### src/rtl/png_pkg.sv
// Shared constants for the Pong timing/paddle netlist slice.
package png_pkg;

  // Default width of duration inputs and pulse down-counters; the paddle
  // logic sizes its pot-derived durations with the same constant.
  localparam int DUR_WIDTH = 16;

  // Edge-history reset values. With a_prev = 0 no falling edge on A can be
  // seen, and with b_prev = 1 no rising edge on B can be seen, so the first
  // cycle after reset release never fires a trigger.
  localparam logic A_PREV_RST = 1'b0;
  localparam logic B_PREV_RST = 1'b1;

endpackage

### src/rtl/png_oneshot_ch.sv
// One retriggerable monostable channel (cycle-counted 9602 half):
// edge detector on A (falling) / B (rising), programmable down-counter,
// complementary level outputs and a one-cycle natural-expiry strobe.
module png_oneshot_ch
  import png_pkg::*;
#(
  parameter int WIDTH = DUR_WIDTH
) (
  input  logic             clk,
  input  logic             i_clr_n,
  input  logic             i_a,
  input  logic             i_b,
  input  logic             i_cd_n,
  input  logic [WIDTH-1:0] i_dur,
  output logic             o_q,
  output logic             o_q_n,
  output logic             o_end
);

  logic             r_a_prev;
  logic             r_b_prev;
  logic [WIDTH-1:0] r_cnt;
  logic             r_end;

  logic             w_trig;
  logic             w_load;
  logic             w_expire;
  logic [WIDTH-1:0] w_cnt_next;

  // Falling A while B is high, or rising B while A is low.
  assign w_trig = (r_a_prev & ~i_a & i_b) | (~r_b_prev & i_b & ~i_a);

  // A zero duration makes the trigger a no-op: it neither starts nor
  // extends nor cuts a pulse.
  assign w_load = w_trig & (i_dur != '0);

  // Natural expiry only: the counter steps 1 -> 0 by decrement. A clear or
  // a reload in the same cycle suppresses the strobe.
  assign w_expire = i_cd_n & ~w_load & (r_cnt == WIDTH'(1));

  // Next counter value: clear has priority, then reload, then count down.
  always_comb begin
    w_cnt_next = r_cnt;
    if (!i_cd_n) begin
      w_cnt_next = '0;
    end else if (w_load) begin
      w_cnt_next = i_dur;
    end else if (r_cnt != '0) begin
      w_cnt_next = r_cnt - WIDTH'(1);
    end
  end

  // Edge history tracks the inputs every cycle, even while cleared.
  always_ff @(posedge clk or negedge i_clr_n) begin
    if (!i_clr_n) begin
      r_a_prev <= A_PREV_RST;
      r_b_prev <= B_PREV_RST;
    end else begin
      r_a_prev <= i_a;
      r_b_prev <= i_b;
    end
  end

  // Pulse counter and registered expiry strobe.
  always_ff @(posedge clk or negedge i_clr_n) begin
    if (!i_clr_n) begin
      r_cnt <= '0;
      r_end <= 1'b0;
    end else begin
      r_cnt <= w_cnt_next;
      r_end <= w_expire;
    end
  end

  // Outputs decode registered state only, so they are glitch-free and drop
  // immediately when the asynchronous reset clears the counter.
  assign o_q   = (r_cnt != '0);
  assign o_q_n = ~o_q;
  assign o_end = r_end;

endmodule

### src/rtl/png_dual_oneshot.sv
// Dual retriggerable monostable: two independent png_oneshot_ch channels.
// Wiring only; all behaviour lives in the channel module.
module png_dual_oneshot
  import png_pkg::*;
#(
  parameter int WIDTH = DUR_WIDTH
) (
  input  logic             clk,
  input  logic             _clr,
  input  logic             a0,
  input  logic             b0,
  input  logic             _cd0,
  input  logic [WIDTH-1:0] dur0,
  output logic             q0,
  output logic             _q0,
  output logic             end0,
  input  logic             a1,
  input  logic             b1,
  input  logic             _cd1,
  input  logic [WIDTH-1:0] dur1,
  output logic             q1,
  output logic             _q1,
  output logic             end1
);

  localparam int NCH = 2;

  logic [NCH-1:0]   w_a;
  logic [NCH-1:0]   w_b;
  logic [NCH-1:0]   w_cd_n;
  logic [NCH-1:0]   w_q;
  logic [NCH-1:0]   w_q_n;
  logic [NCH-1:0]   w_end;
  logic [WIDTH-1:0] w_dur [NCH];

  assign w_a    = {a1, a0};
  assign w_b    = {b1, b0};
  assign w_cd_n = {_cd1, _cd0};
  assign w_dur[0] = dur0;
  assign w_dur[1] = dur1;

  generate
    for (genvar gi = 0; gi < NCH; gi++) begin : g_ch
      png_oneshot_ch #(
        .WIDTH (WIDTH)
      ) u_ch (
        .clk     (clk),
        .i_clr_n (_clr),
        .i_a     (w_a[gi]),
        .i_b     (w_b[gi]),
        .i_cd_n  (w_cd_n[gi]),
        .i_dur   (w_dur[gi]),
        .o_q     (w_q[gi]),
        .o_q_n   (w_q_n[gi]),
        .o_end   (w_end[gi])
      );
    end
  endgenerate

  assign q0   = w_q[0];
  assign _q0  = w_q_n[0];
  assign end0 = w_end[0];
  assign q1   = w_q[1];
  assign _q1  = w_q_n[1];
  assign end1 = w_end[1];

endmodule
### config.mk
export PLATFORM = sky130hd
export DESIGN_NAME = png_dual_oneshot
export DESIGN_NICKNAME = d
export VERILOG_FILES = /design/src/rtl/png_pkg.sv /design/src/rtl/png_oneshot_ch.sv /design/src/rtl/png_dual_oneshot.sv
export SDC_FILE = /design/constraint.sdc
export NUM_CORES = 1
export LEC_CHECK = 0
export ABC_CLOCK_PERIOD_IN_PS = 6800
export CORE_ASPECT_RATIO = 0.8
export CORE_MARGIN = 2
export CORE_UTILIZATION = 35
export DETAILED_ROUTE_END_ITERATION = 8
export SYNTH_ARGS = -nofsm -noshare
export SYNTH_HDL_FRONTEND = slang
export SYNTH_SLANG_ARGS = --single-unit
### constraint.sdc
create_clock -name clk -period 6.8 [get_ports clk]
set_input_delay 1.36 -clock clk [delete_from_list [all_inputs] [get_ports clk]]
set_output_delay 1.36 -clock clk [all_outputs]
set_load 0.02 [all_outputs]
; ---- Word-level counts from Yosys, hierarchy flattened
; Cells that the tools add are included.
[word_totals]
inputBits = 40
regBits = 38
wordCells = 48
output_inout_bits = 6
[op_classes]
n_bitwise = 24
muxes = 6
eq_ne = 4
reduce_logical = 4
n_addsub = 2
[op_table]
columns = op, count
row1 = 16-bit two-way mux, 6
row2 = 16-bit nonzero test, 4
row3 = "16-bit by 1-bit == test with 1-bit output, second input constant", 2
row4 = "16-bit by 1-bit subtractor with 16-bit output, second input constant", 2
row5 = 1-bit AND, 14
row6 = 1-bit NOT, 8
row7 = "3-bit by 1-bit inequality test with 1-bit output, second input constant", 2
row8 = 1-bit OR, 2

; ---- Logic depth before layout (Yosys ltp)
[logic_depth]
ltp_word = 8
depth_mapped = 9
depth_no_buf = 8

; ---- By module
; Synthesis repeated with hierarchy kept, for this count alone.
[unflattened]
hier_cells = 260
hier_area_um2 = 2433.6
[by_module_without_submodules]
columns = mod, area_each_um2, seq_area_each_um2, cells_per_inst, n_inst
row1 = png_oneshot_ch (g_ch[0].u_ch), 1261.2, 476.7, 128, 1
row2 = png_oneshot_ch (g_ch[1].u_ch), 1172.4, 476.7, 132, 1

; ---- Worst setup path after synthesis
; No wires, ideal clock.
[synth_timing]
kind = flip-flop to output port
startpoint = register g_ch[1].u_ch.r_cnt[11]
endpoint = output _q1
path_buffers = 0
path_slack_ns = 3.748
t_required_ns = 5.440
t_arrival_ns = 1.692
path_stages_with_launch = 4
path_cell_list = dfrtp_1 -> nor4_1 -> nand4_1 -> inv_1
[synth_between]
elab_chain_len = 2
[synth_lines]
columns = item, line
row1 = from (decl), png_oneshot_ch.sv:22  ; logic [WIDTH-1:0] r_cnt;
row2 = from (signal assigned), png_oneshot_ch.sv:70  ; r_cnt <= w_cnt_next;
row3 = 16-bit nonzero test, png_oneshot_ch.sv:77  ; assign o_q = (r_cnt != '0);
row4 = via q1, png_dual_oneshot.sv:21  ; output logic q1,
row5 = 1-bit NOT, png_oneshot_ch.sv:78  ; assign o_q_n = ~o_q;
row6 = to (decl), png_dual_oneshot.sv:22  ; output logic _q1,
; The timed path passes the listed nets, and every way through them passes these cells.

; ---- Final worst setup path
[layout_timing]
startpoint = register g_ch[0].u_ch.r_cnt[2]
endpoint = output _q0
[layout_between]
elab_chain_len = 2
[layout_lines]
columns = item, line
row1 = from (decl), png_oneshot_ch.sv:22
row2 = from (signal assigned), png_oneshot_ch.sv:70
row3 = 16-bit nonzero test, png_oneshot_ch.sv:77
row4 = 1-bit NOT, png_oneshot_ch.sv:78
row5 = to (decl), png_dual_oneshot.sv:15  ; output logic _q0,
; Every way passes these cells.

==> results.toml <==
[run_status]
status = "finished, final reports clean"

[cts]
clkTransAtPathRegs_ps = 70
ctsResizeCount = 0
cts_tree = "yes"
clockRootBuffer = "clkbuf_8"
clockBufferDepth = 2
cts_buffers = 5
post_cts_buffers = 0
hold_buffers = 0
cts.htree.levels = 2
cts_sinks = 38
clock_latency_ps = 280

[sta]
rsz0062_at_grt = "no"
fmax_mhz = 247.3
fin_skew_ps = 4.402
maxSlewViolCount = 0
tightest_slew_ps = 1040
max-slew-margin-rel = 0.3033
whs_ps = 611.9
hold_violations = 0
period_minus_slack_ps = 4043
period_share = 0.5946
setup_viol_count_final = 0
tns_ps = 0

[grt]
grt_use_total = 0.1723
antenna_found_initial = 0
grt_pass1_vias = 1963
grt_pass1_wl_um = 9887
grt_max_degree = 39
grt_overflow = 0

[setup_path]
path_depth = 5
required_ps = 5440
cp_max_fo = 6
slowest_delay_ps = 650
start_kind = "register"
reg2reg_depth = 5
arrival_ps = 2680
rrSetupSlack_ps = 4360
cpLargestDelayFamily = "simple AND/OR/NAND/NOR gates"
crit_slowest_cell = "clkdlybuf4s50_1"
crit_buf_inv = 2
end_kind = "output port"
rr_endpoint = "g_ch[1].u_ch.r_cnt[15]$_DFFE_PN0P_"
path_cells = "nor3_1 > nand3_1 > nand2b_1 > inv_1 > clkdlybuf4s50_1"
cp-startpoint = "g_ch[0].u_ch.r_cnt[2]$_DFFE_PN0P_"
r2r-start = "g_ch[1].u_ch.r_cnt[5]$_DFFE_PN0P_"
crit_type = "register to output port"

[power_and_ir_drop]
fin_total_pwr_mw = 1.079
irDropWorstVdd_v = 0.0001344
p_leak_nw = 1.196
cellPowerDensity_nw_per_um2 = 371.4

[detailed_routing]
drc = 0
vias_per_cell = 5.356
wl_per_cell_um = 14.77
routed_wl_um = 5803
postRouteAntennaNets = 0
vias = 2105
drt_iter0_drc = 223
dr.pass1.iters = 4

[synthesis]
synth_top_area_frac = 0.3909
synth_cell_types = 42
synth_nets = 314
synth_edf_count = 0
synthTopCellsByArea = "dfrtp_1 (39%), nand2_1 (4.6%), xnor2_1 (4.6%)"
yosys_register_bits = 38
synth_area_per_cell_um2 = 8.536
seq_area_frac_synth = 0.4137
async_reset_ff_frac = 1.000
synth_ff_type = "dfrtp_1"
syn_area_um2 = 2305
synthCells = 270
ys_warn_count = 0
synth_top_area_cell = "dfrtp_1"

[worst_hold_path]
min_path_type = "register to register"
hold_end = "g_ch[1].u_ch.r_cnt[6]$_DFFE_PN0P_"
hold_start = "g_ch[1].u_ch.r_cnt[6]$_DFFE_PN0P_"
hold_depth = 2

[place]
dpl.hpwl_um = 4357
globalplace.congestion = 0.8245
place_area_um2 = 2794
port_buffers = 45

[finish]
design_area_um2 = 2904
syn2layout_area_growth_pct = 26.00
fin_nets = 352
drive_above_1_share = 0.06149
mostFrequentLayoutCells = "clkdlybuf4s50_1 (44), dfrtp_1 (36), nand2_1 (28)"
n_antenna_cell = 0
final_common_cell = "clkdlybuf4s50_1"

[floorplanning]
boundaryPins = 46
die_h_um = 76.58
fp.dieW_um = 94.73
dieArea_um2 = 7254
core_area_um2 = 6376
row_count = 26
start_util = 0.3615

[flow_run]
max-cap-violations = 0
-- state kept, by name, summed over array words and instances, names as in the netlist --
register / cells
g_ch.u_ch.o_end: 2
g_ch.u_ch.r_a_prev: 2
g_ch.u_ch.r_b_prev: 2
g_ch.u_ch.r_cnt: 32
-- power breakdown --
group / leakage, nW / switching [mW] / internal [mW]
logic: 0.648 / 0.287 / 0.240
registers: 0.496 / 0.0744 / 0.288
clock network: 0.0514 / 0.0798 / 0.109
total: 1.20 / 0.441 / 0.637
-- area by class of cell --
type	count	area [µm²]
Inverter	13	48.80
Sequential cell	38	953.4
Timing Repair Buffer	45	445.4
Multi-Input combinational cell	205	1241
Clock inverter	2	37.54
Tap cell	84	105.1
Clock buffer	6	72.57
Fill cell	642	3472
-- tightest hold or removal path, delay by kind of cell, from the launching register on --
family,cells,cell delay [ps]
DFF,1,410
AOI/OAI and AO/OA,2,170
-- routing by layer --
layer  up-vias  GRT usage  share of wire
met2        55     0.2227           0.41
met1       982     0.2815           0.53
met5         -          0              0
met3         4    0.03858          0.054
met4         0    0.04348         0.0083
li1       1064          -              -
-- cells in the mapped netlist (all sizes together) (2+ instances only) --
master and number:
buf 3, inv 13, o31ai 3, xor2 4
or3 4, nor4b 2, o22ai 13, clkbuf 11
nand2b 2, a21oi 18, o21ai 14, nand2 28
dfrtp 36, or4b 2, or2 3, dfstp 2
or4 6, nand4 5, nor2 20, nor4 14
ha 4, xnor2 13, nor3 14, nand3 14
a31oi 5, nor3b 2, mux2i 6
-- logic make-up (layout without fill, tap and decap cells) --
logic type / Yosys count / count (layout) / synth area share
AOI/OAI and AO/OA: 58 / 58 / 0.1466
xor gates and xnor gates: 17 / 17 / 0.06786
adders and majority gates: 4 / 4 / 0.02172
buffers and inverters: 27 / 66 / 0.04777
DFF: 38 / 38 / 0.4137
muxes: 6 / 6 / 0.02606
and+or+nand+nor: 120 / 120 / 0.2763
-- worst max path at each step --
stage                                               to
global route                                       _q0
floorplan                                          _q1
CTS                                                _q0
finish                                             _q0
global placement    g_ch[1].u_ch.r_cnt[13]$_DFFE_PN0P_
detailed placement  g_ch[1].u_ch.r_cnt[12]$_DFFE_PN0P_
-- metrics by stage --
step           cells  utilization  setup WS (ps)
3_3_place_gp     385       0.4382           2945
5_1_grt          393       0.4555           2563
4_1_cts          393       0.4555           2761
3_5_place_dp     385       0.4382           2842
2_1_floorplan    270            -           3748
6_report         393       0.4555           2757
No activity file was read; power rests on OpenSTA's default activity.
